`src/rtl/adc_moving_avg_pkg.sv`:
```
// Shared constants and state type for the ADC boxcar averaging filter.
// Sample limits describe the offset-removed front-end output range.
package adc_moving_avg_pkg;

    localparam int ADC_DATA_W     = 11;
    localparam int ADC_LOG2_DEPTH = 3;
    localparam int ADC_SAMPLE_MIN = -1024;
    localparam int ADC_SAMPLE_MAX = 1023;

    typedef enum logic [0:0] {
        MA_FILL = 1'b0,
        MA_RUN  = 1'b1
    } ma_state_e;

endpackage

```
`src/rtl/adc_moving_avg_ma_delay_line.sv`:
```
// Circular delay line of the last DEPTH samples; exposes the word about to be overwritten.
// Entries read as zero until written, so the running sum is exact while the window fills.
module ma_delay_line #(
    parameter int DATA_W     = 11,
    parameter int LOG2_DEPTH = 3
) (
    input  logic                     clk,
    input  logic                     rst,
    input  logic                     clr,
    input  logic                     wr_en,
    input  logic signed [DATA_W-1:0] wr_data,
    output logic signed [DATA_W-1:0] oldest
);

    localparam int DEPTH = 1 << LOG2_DEPTH;

    logic signed [DATA_W-1:0] line_reg [DEPTH];
    logic [LOG2_DEPTH-1:0]    wr_ptr_reg;

    generate
        for (genvar gi = 0; gi < DEPTH; gi++) begin : g_entry
            always_ff @(posedge clk or negedge rst) begin
                if (!rst) begin
                    line_reg[gi] <= '0;
                end else if (clr) begin
                    line_reg[gi] <= '0;
                end else if (wr_en && (wr_ptr_reg == LOG2_DEPTH'(gi))) begin
                    line_reg[gi] <= wr_data;
                end
            end
        end
    endgenerate

    // DEPTH is a power of two, so the pointer wraps naturally.
    always_ff @(posedge clk or negedge rst) begin
        if (!rst) begin
            wr_ptr_reg <= '0;
        end else if (clr) begin
            wr_ptr_reg <= '0;
        end else if (wr_en) begin
            wr_ptr_reg <= wr_ptr_reg + LOG2_DEPTH'(1);
        end
    end

    assign oldest = line_reg[wr_ptr_reg];

endmodule

```
`src/rtl/adc_moving_avg.sv`:
```
// Boxcar moving-average filter: mean of the last 2**LOG2_DEPTH signed ADC samples.
// Running sum updated one edge after a strobe, registered mean one edge later.
module adc_moving_avg
    import adc_moving_avg_pkg::*;
#(
    parameter int DATA_W     = ADC_DATA_W,
    parameter int LOG2_DEPTH = ADC_LOG2_DEPTH
) (
    input  logic                     clk,
    input  logic                     rst,
    input  logic signed [DATA_W-1:0] sample_in,
    input  logic                     sample_stb,
    input  logic                     flush,
    output logic signed [DATA_W-1:0] avg_out,
    output logic                     avg_valid,
    output logic                     win_full
);

    localparam int DEPTH = 1 << LOG2_DEPTH;
    localparam int SUM_W = DATA_W + LOG2_DEPTH;

    ma_state_e                state_reg;
    logic [LOG2_DEPTH-1:0]    fill_cnt_reg;
    logic signed [SUM_W-1:0]  sum_reg;
    logic signed [SUM_W-1:0]  sum_next;
    logic signed [DATA_W-1:0] oldest_word;
    logic                     pending_reg;
    logic                     fill_last;
    logic                     line_wr;

    // A strobe coinciding with flush is dropped entirely.
    assign line_wr = sample_stb && !flush;

    ma_delay_line #(
        .DATA_W     (DATA_W),
        .LOG2_DEPTH (LOG2_DEPTH)
    ) u_delay_line (
        .clk     (clk),
        .rst     (rst),
        .clr     (flush),
        .wr_en   (line_wr),
        .wr_data (sample_in),
        .oldest  (oldest_word)
    );

    // SUM_W bits hold DEPTH full-scale samples, so the sum cannot wrap.
    assign sum_next  = sum_reg + SUM_W'(sample_in) - SUM_W'(oldest_word);
    assign fill_last = (state_reg == MA_FILL) && (fill_cnt_reg == LOG2_DEPTH'(DEPTH - 1));

    always_ff @(posedge clk or negedge rst) begin
        if (!rst) begin
            state_reg    <= MA_FILL;
            fill_cnt_reg <= '0;
            sum_reg      <= '0;
            pending_reg  <= 1'b0;
            win_full     <= 1'b0;
            avg_valid    <= 1'b0;
            avg_out      <= '0;
        end else if (flush) begin
            // avg_out deliberately keeps the last published mean.
            state_reg    <= MA_FILL;
            fill_cnt_reg <= '0;
            sum_reg      <= '0;
            pending_reg  <= 1'b0;
            win_full     <= 1'b0;
            avg_valid    <= 1'b0;
        end else begin
            avg_valid   <= pending_reg;
            pending_reg <= 1'b0;
            if (pending_reg) begin
                avg_out <= DATA_W'(sum_reg >>> LOG2_DEPTH);
            end
            if (sample_stb) begin
                sum_reg <= sum_next;
                if (state_reg == MA_FILL) begin
                    fill_cnt_reg <= fill_cnt_reg + LOG2_DEPTH'(1);
                    if (fill_last) begin
                        state_reg   <= MA_RUN;
                        win_full    <= 1'b1;
                        pending_reg <= 1'b1;
                    end
                end else begin
                    pending_reg <= 1'b1;
                end
            end
        end
    end

endmodule

```
`config.mk`:
```
export PLATFORM = sky130hd
export DESIGN_NAME = adc_moving_avg
export DESIGN_NICKNAME = d
export VERILOG_FILES = /design/src/rtl/adc_moving_avg_pkg.sv /design/src/rtl/adc_moving_avg_ma_delay_line.sv /design/src/rtl/adc_moving_avg.sv
export SDC_FILE = /design/constraint.sdc
export NUM_CORES = 1
export LEC_CHECK = 0
export BUFFER_PORTS_ARGS = -buffer_cell sky130_fd_sc_hd__buf_2
export CAP_MARGIN = 0
export CORE_UTILIZATION = 56
export DETAILED_ROUTE_END_ITERATION = 16
export PLACE_DENSITY_LB_ADDON = 0.2
export SLEW_MARGIN = 25
export SYNTH_ARGS = -nofsm -noshare
export SYNTH_HDL_FRONTEND = slang
export SYNTH_SLANG_ARGS = --single-unit
```
`constraint.sdc`:
```
create_clock -name clk -period 3.95 [get_ports clk]
set_input_delay 0.79 -clock clk [delete_from_list [all_inputs] [get_ports clk]]
set_output_delay 0.79 -clock clk [all_outputs]
set_load 0.02 [all_outputs]
```
## Word level (Yosys, flattened, before mapping)

Cells that the tools add are included.

- Output and inout port bits: 13
- Bits of input ports: 15
- Register bits after elaboration: 123

- Bitwise gates (word level): 3
- Eq/ne operators: 9
- $add $sub $neg: 4
- Reduce and logical (&&, ||, !) cells: 26
- Mux-type cells: 37
- Magnitude comparators: 1

Operators by type and width:

| operator | number |
|---|---|
| $mux W11 | 18 |
| $bmux W11 S3 | 1 |
| $mux W14 | 2 |
| $reduce_bool A2 Y1 | 11 |
| $eq A3 B3 Y1 const B | 5 |
| $mux W3 | 5 |
| $add A14 B11 Y14 | 1 |
| $sub A14 B11 Y14 | 1 |
| $mux W1 | 11 |
| $logic_and A1 B1 Y1 | 10 |
| $add A3 B1 Y3 const B | 2 |
| $eq A3 B2 Y1 const B | 2 |
| $ge A4 B4 Y1 const B | 1 |
| $not A3 Y4 | 1 |
| $reduce_and A2 Y1 | 2 |
| $eq A3 B1 Y1 const B | 1 |
| $logic_not A3 Y1 | 1 |
| $reduce_and A3 Y1 | 1 |
| $ne A2 B2 Y1 const B | 1 |
| $not A1 Y1 | 2 |
| $logic_not A1 Y1 | 1 |

## Depth between registers and ports, before layout

- Depth after elaboration: 7
- Depth in mapped cells: 15
- Gate-level depth less buffers: 13

## Modules after synthesis

Synthesis repeated with hierarchy kept, for this count alone.

- Cells, all modules: 674
- Area total of the unflattened synthesis: 6682.7 µm²

By module, submodules not included:

| module | seq. area each (µm²) | area each (µm²) | times used | cells each |
|---|---|---|---|---|
| ma_delay_line | 2277.2 | 4415.5 | 1 | 423 |
| adc_moving_avg | 800.8 | 2267.2 | 1 | 251 |

## Worst setup path after synthesis

OpenSTA, ideal clock, no wires.

- Path kind: register to register
- From: register u_delay_line.wr_ptr_reg[0]
- To: register sum_reg[13]
- Clock period less this slack: 3.877 ns
- Setup slack: 0.073 ns
- Stages on the path, launching flop included: 15
- Setup time: 0.077 ns
- Data arrival time: 3.800 ns
- Cells stage by stage: dfrtp_1 clkbuf_1 buf_2 mux4_2 nand2_1 nand2_1 fa_1 inv_1 ha_1 nand3_2 a2bb2oi_1 or3b_1 and4_4 or4_1 a21oi_1

- Cells in the longest elaborated chain, start to end: 7

RTL lines:

| item | line | text |
|---|---|---|
| start, declared | adc_moving_avg_ma_delay_line.sv:18 | `logic [LOG2_DEPTH-1:0] wr_ptr_reg;` |
| start signal, assigned | adc_moving_avg_ma_delay_line.sv:41 | `wr_ptr_reg <= wr_ptr_reg + LOG2_DEPTH'(1);` |
| $not A3 Y4 (not written as such) | adc_moving_avg_ma_delay_line.sv:45 | `assign oldest = line_reg[wr_ptr_reg];` |
| $bmux W11 S3 | adc_moving_avg_ma_delay_line.sv:45 |  |
| $mux W11 (not written as such) (2 in series) | adc_moving_avg_ma_delay_line.sv:45 |  |
| $sub A14 B11 Y14 | adc_moving_avg.sv:47 | `assign sum_next = sum_reg + SUM_W'(sample_in) - SUM_W'(oldest_word);` |
| $mux W14 | adc_moving_avg.sv:73 | `if (sample_stb) begin` |
| $mux W14 | adc_moving_avg.sv:59 | `end else if (flush) begin` |
| end signal, assigned | adc_moving_avg.sv:74 | `sum_reg <= sum_next;` |
| end, declared | adc_moving_avg.sv:24 | `logic signed [SUM_W-1:0] sum_reg;` |

Every way passes these cells. The select of a mux whose other input is x is not followed.
A chain may end at the register's enable or synchronous reset.

## Worst setup path after layout

Ends and elaborated chain as after synthesis.

==> impl_metrics.toml <==
[outcome]
outcome = "completed"

[clock_network]
hold_buffers = 0
htreeDepth = 4
cts_tree = "built"
cts_resized = 0
clk_pin_slew_ns = 0.05
cts_root_buffer = "clkbuf_16"
clockBufferDepth = 2
numClockSinks = 123
clock_latency_ns = 0.42
cts_buffers = 17
cts_setup_buffers = 0

[setup_path]
worstPathRequired_ns = 4.30
crit_fanout = 12
critical_path_class = "reg2reg"
r2r_cells = 13
reg2reg_from = "u_delay_line.wr_ptr_reg[0]$_DFFE_PN0P_"
rr_endpoint = "sum_reg[13]$_DFFE_PN0P_"
endpoint_kind = "flip-flop"
arrival_ns = 4.10
worst-r2r-setup-slack_ns = 0.20
start_kind = "flip-flop"

[power_and_ir_drop]
power.internal_mw = 3.020
p_per_area_nw_per_um2 = 576.2
switchingPower_mw = 1.366
leakagePower_nw = 3.545
pwr-share-comb = 0.293
clkPwrFrac = 0.389
peakVddDrop_mv = 0.3747
pwr-share-seq = 0.319
swShare = 0.3114

[finish]
area_growth_pct = 13.30
nFillCells = 932
multiInputGateArea_sq_um = 3203
stdcell_count = 886
largest_reg_flops = 88
post_route_cells_drive_above_1_share = 0.1386
design_area_sq_um = 7611
diodes = 0
ff_latch_area_sq_um = 3078
finalNetCount = 781

[min_path]
hp-class = "in2async"

[die]
core.rowCount = 39
dieWidth_um = 111.5
die_h_um = 111.5
initial_core_util = 0.5809
core_sq_um = 11560
dieArea_sq_um = 12440
ios = 28

[global_route]
gr-usage-all-layers = 0.2778
first_global_vias = 5178
grt_overflow = 0
grt_pass1_wl_mm = 26.10
grt_max_degree = 77
antenna_found_initial = 0

[placement]
placed_area_sq_um = 6953
portBuffers = 27
dp_hpwl_mm = 10.60
dp.cells = 854
gp_congestion = 0.8395

[detailed_routing]
drtIter0Drc = 345
detail_route.vias_per_cell = 5.714
drc_errors = 0
antenna_left = 0
routedWlPerCell_um = 17.38
dr.pass1.iters = 8
vias = 5063
drt_wl_total_mm = 15.40

[logic_synthesis]
synth_warnings = 0
synthDistinctLibCells = 43
synth_area_sq_um = 6718
syn_nets = 771
ys_seq_area_frac = 0.4582
ys_seq_elements = 123
syn_avg_cell_area_sq_um = 9.330
synthCells = 720

[timing]
relSlewSlack = 0.4920
setup_violations = 0
holdWs_ns = 0.3800
rsz0062_at_grt = "false"
hold_viol_final = 0
fmax_ghz = 0.2665
fin_tns_setup_ns = 0
clock_skew_ns = 0.005495
drv_slew = 0
tightestPinTransition_ns = 0.7579
fin_crit_sh = 0.9500
period_needed_ns = 3.753

[job]
maxCapViolCount = 0
-- metal layers --
| metal | part of all wire | GRT usage |
|---|---|---|
| met5 | 0 | 0 |
| met2 | 0.50 | 0.4529 |
| met3 | 0.057 | 0.07621 |
| met1 | 0.42 | 0.3560 |
| met4 | 0.021 | 0.1063 |
-- synth_stat cells, drive strengths merged --
library cell	number	area [sq um]
a211oi	2	15.01
a21o	3	23.77
a21oi	37	185.2
a2bb2oi	1	8.760
a311o	1	10.01
a31oi	2	12.51
a41oi	1	8.760
and2	3	18.77
and4	2	20.02
buf	3	17.52
clkbuf	49	214.0
dfrtp	123	3078
fa	13	260.3
ha	23	287.8
inv	57	214.0
mux2	1	11.26
mux2i	20	200.2
mux4	22	495.5
nand2	190	713.2
nand2b	23	143.9
nand3	4	25.02
nand3b	1	7.510
nand4	1	6.260
nor2	36	135.1
nor3	6	40.04
nor4	1	6.260
o211a	2	20.02
o211ai	1	7.510
o21a	1	7.510
o21ai	70	350.3
o21bai	3	22.52
o311ai	1	8.760
o31ai	3	22.52
or3b	1	8.760
or4	2	15.01
xnor2	5	43.79
xor2	6	52.55
-- layout make-up --
class,count,area share
clock buffers,21,0.06050
clock inverters,11,0.02499
inverters,57,0.02811
multi-input cells,488,0.4208
flip-flops and latches,123,0.4044
well taps,143,0.02351
repair buffers,43,0.03765
-- cells in the final DEF (no fill, tap or decap), drive strengths merged, types with 5 or more instances in the layout --
master,count
nand2,190
dfrtp,123
o21ai,70
inv,58
buf,43
a21oi,37
nor2,36
nand2b,23
ha,23
mux4,22
clkbuf,21
mux2i,20
fa,13
xor2,6
nor3,6
xnor2,5
bufinv,5
-- critical path: stages (launching register included) --
cell and delay (ns):
dfrtp_1 0.38, buf_4 0.28, mux4_2 0.55, nand2_1 0.10, nand2_1 0.07, fa_1 0.48, inv_1 0.07, ha_1 0.29
a21oi_1 0.26, o211a_1 0.29, nand3b_1 0.17, a31oi_1 0.11, or4_1 0.47, a21oi_1 0.15
-- worst max-delay path by stage --
| stage | depth (start not counted) | endpoint | slack [ns] | from |
|---|---|---|---|---|
| after floorplan | 14 | sum_reg[13]$_DFFE_PN0P_ | 0.07 | u_delay_line.wr_ptr_reg[0]$_DFFE_PN0P_ |
| after global placement | 14 | sum_reg[13]$_DFFE_PN0P_ | 0.33 | u_delay_line.wr_ptr_reg[0]$_DFFE_PN0P_ |
| after detailed placement | 14 | sum_reg[13]$_DFFE_PN0P_ | 0.21 | u_delay_line.wr_ptr_reg[0]$_DFFE_PN0P_ |
| after CTS | 14 | sum_reg[13]$_DFFE_PN0P_ | 0.22 | u_delay_line.wr_ptr_reg[0]$_DFFE_PN0P_ |
| after global routing | 13 | sum_reg[13]$_DFFE_PN0P_ | 0.03 | u_delay_line.wr_ptr_reg[0]$_DFFE_PN0P_ |
| final | 13 | sum_reg[13]$_DFFE_PN0P_ | 0.20 | u_delay_line.wr_ptr_reg[0]$_DFFE_PN0P_ |
-- cells by family after synthesis --
group / synth area share
and+or+nand+nor: 0.1697
buffers and inverters: 0.06631
adders and majority gates: 0.08158
muxes: 0.1052
DFF: 0.4582
xor gates and xnor gates: 0.01434
AOI/OAI and AO/OA: 0.1047
-- metrics by stage --
stage	total power [mW]	setup WS, ns	util
floorplan	2.375	0.07254	-
global placement	2.630	0.3338	0.6012
detailed placement	2.683	0.2139	0.6012
CTS	4.399	0.2165	0.6575
global route	4.635	0.02549	0.6581
finish	4.385	0.1973	0.6581
-- power by group through the flow --
stage | combinational, mW | sequential (mW) | clock [mW]
floorplan | 0.973 | 1.40 | 0
global placement | 1.22 | 1.41 | 0
detailed placement | 1.27 | 1.42 | 0
CTS | 1.27 | 1.40 | 1.73
global route | 1.46 | 1.41 | 1.77
finish | 1.28 | 1.40 | 1.70
No activity file was read; power rests on OpenSTA's default activity.
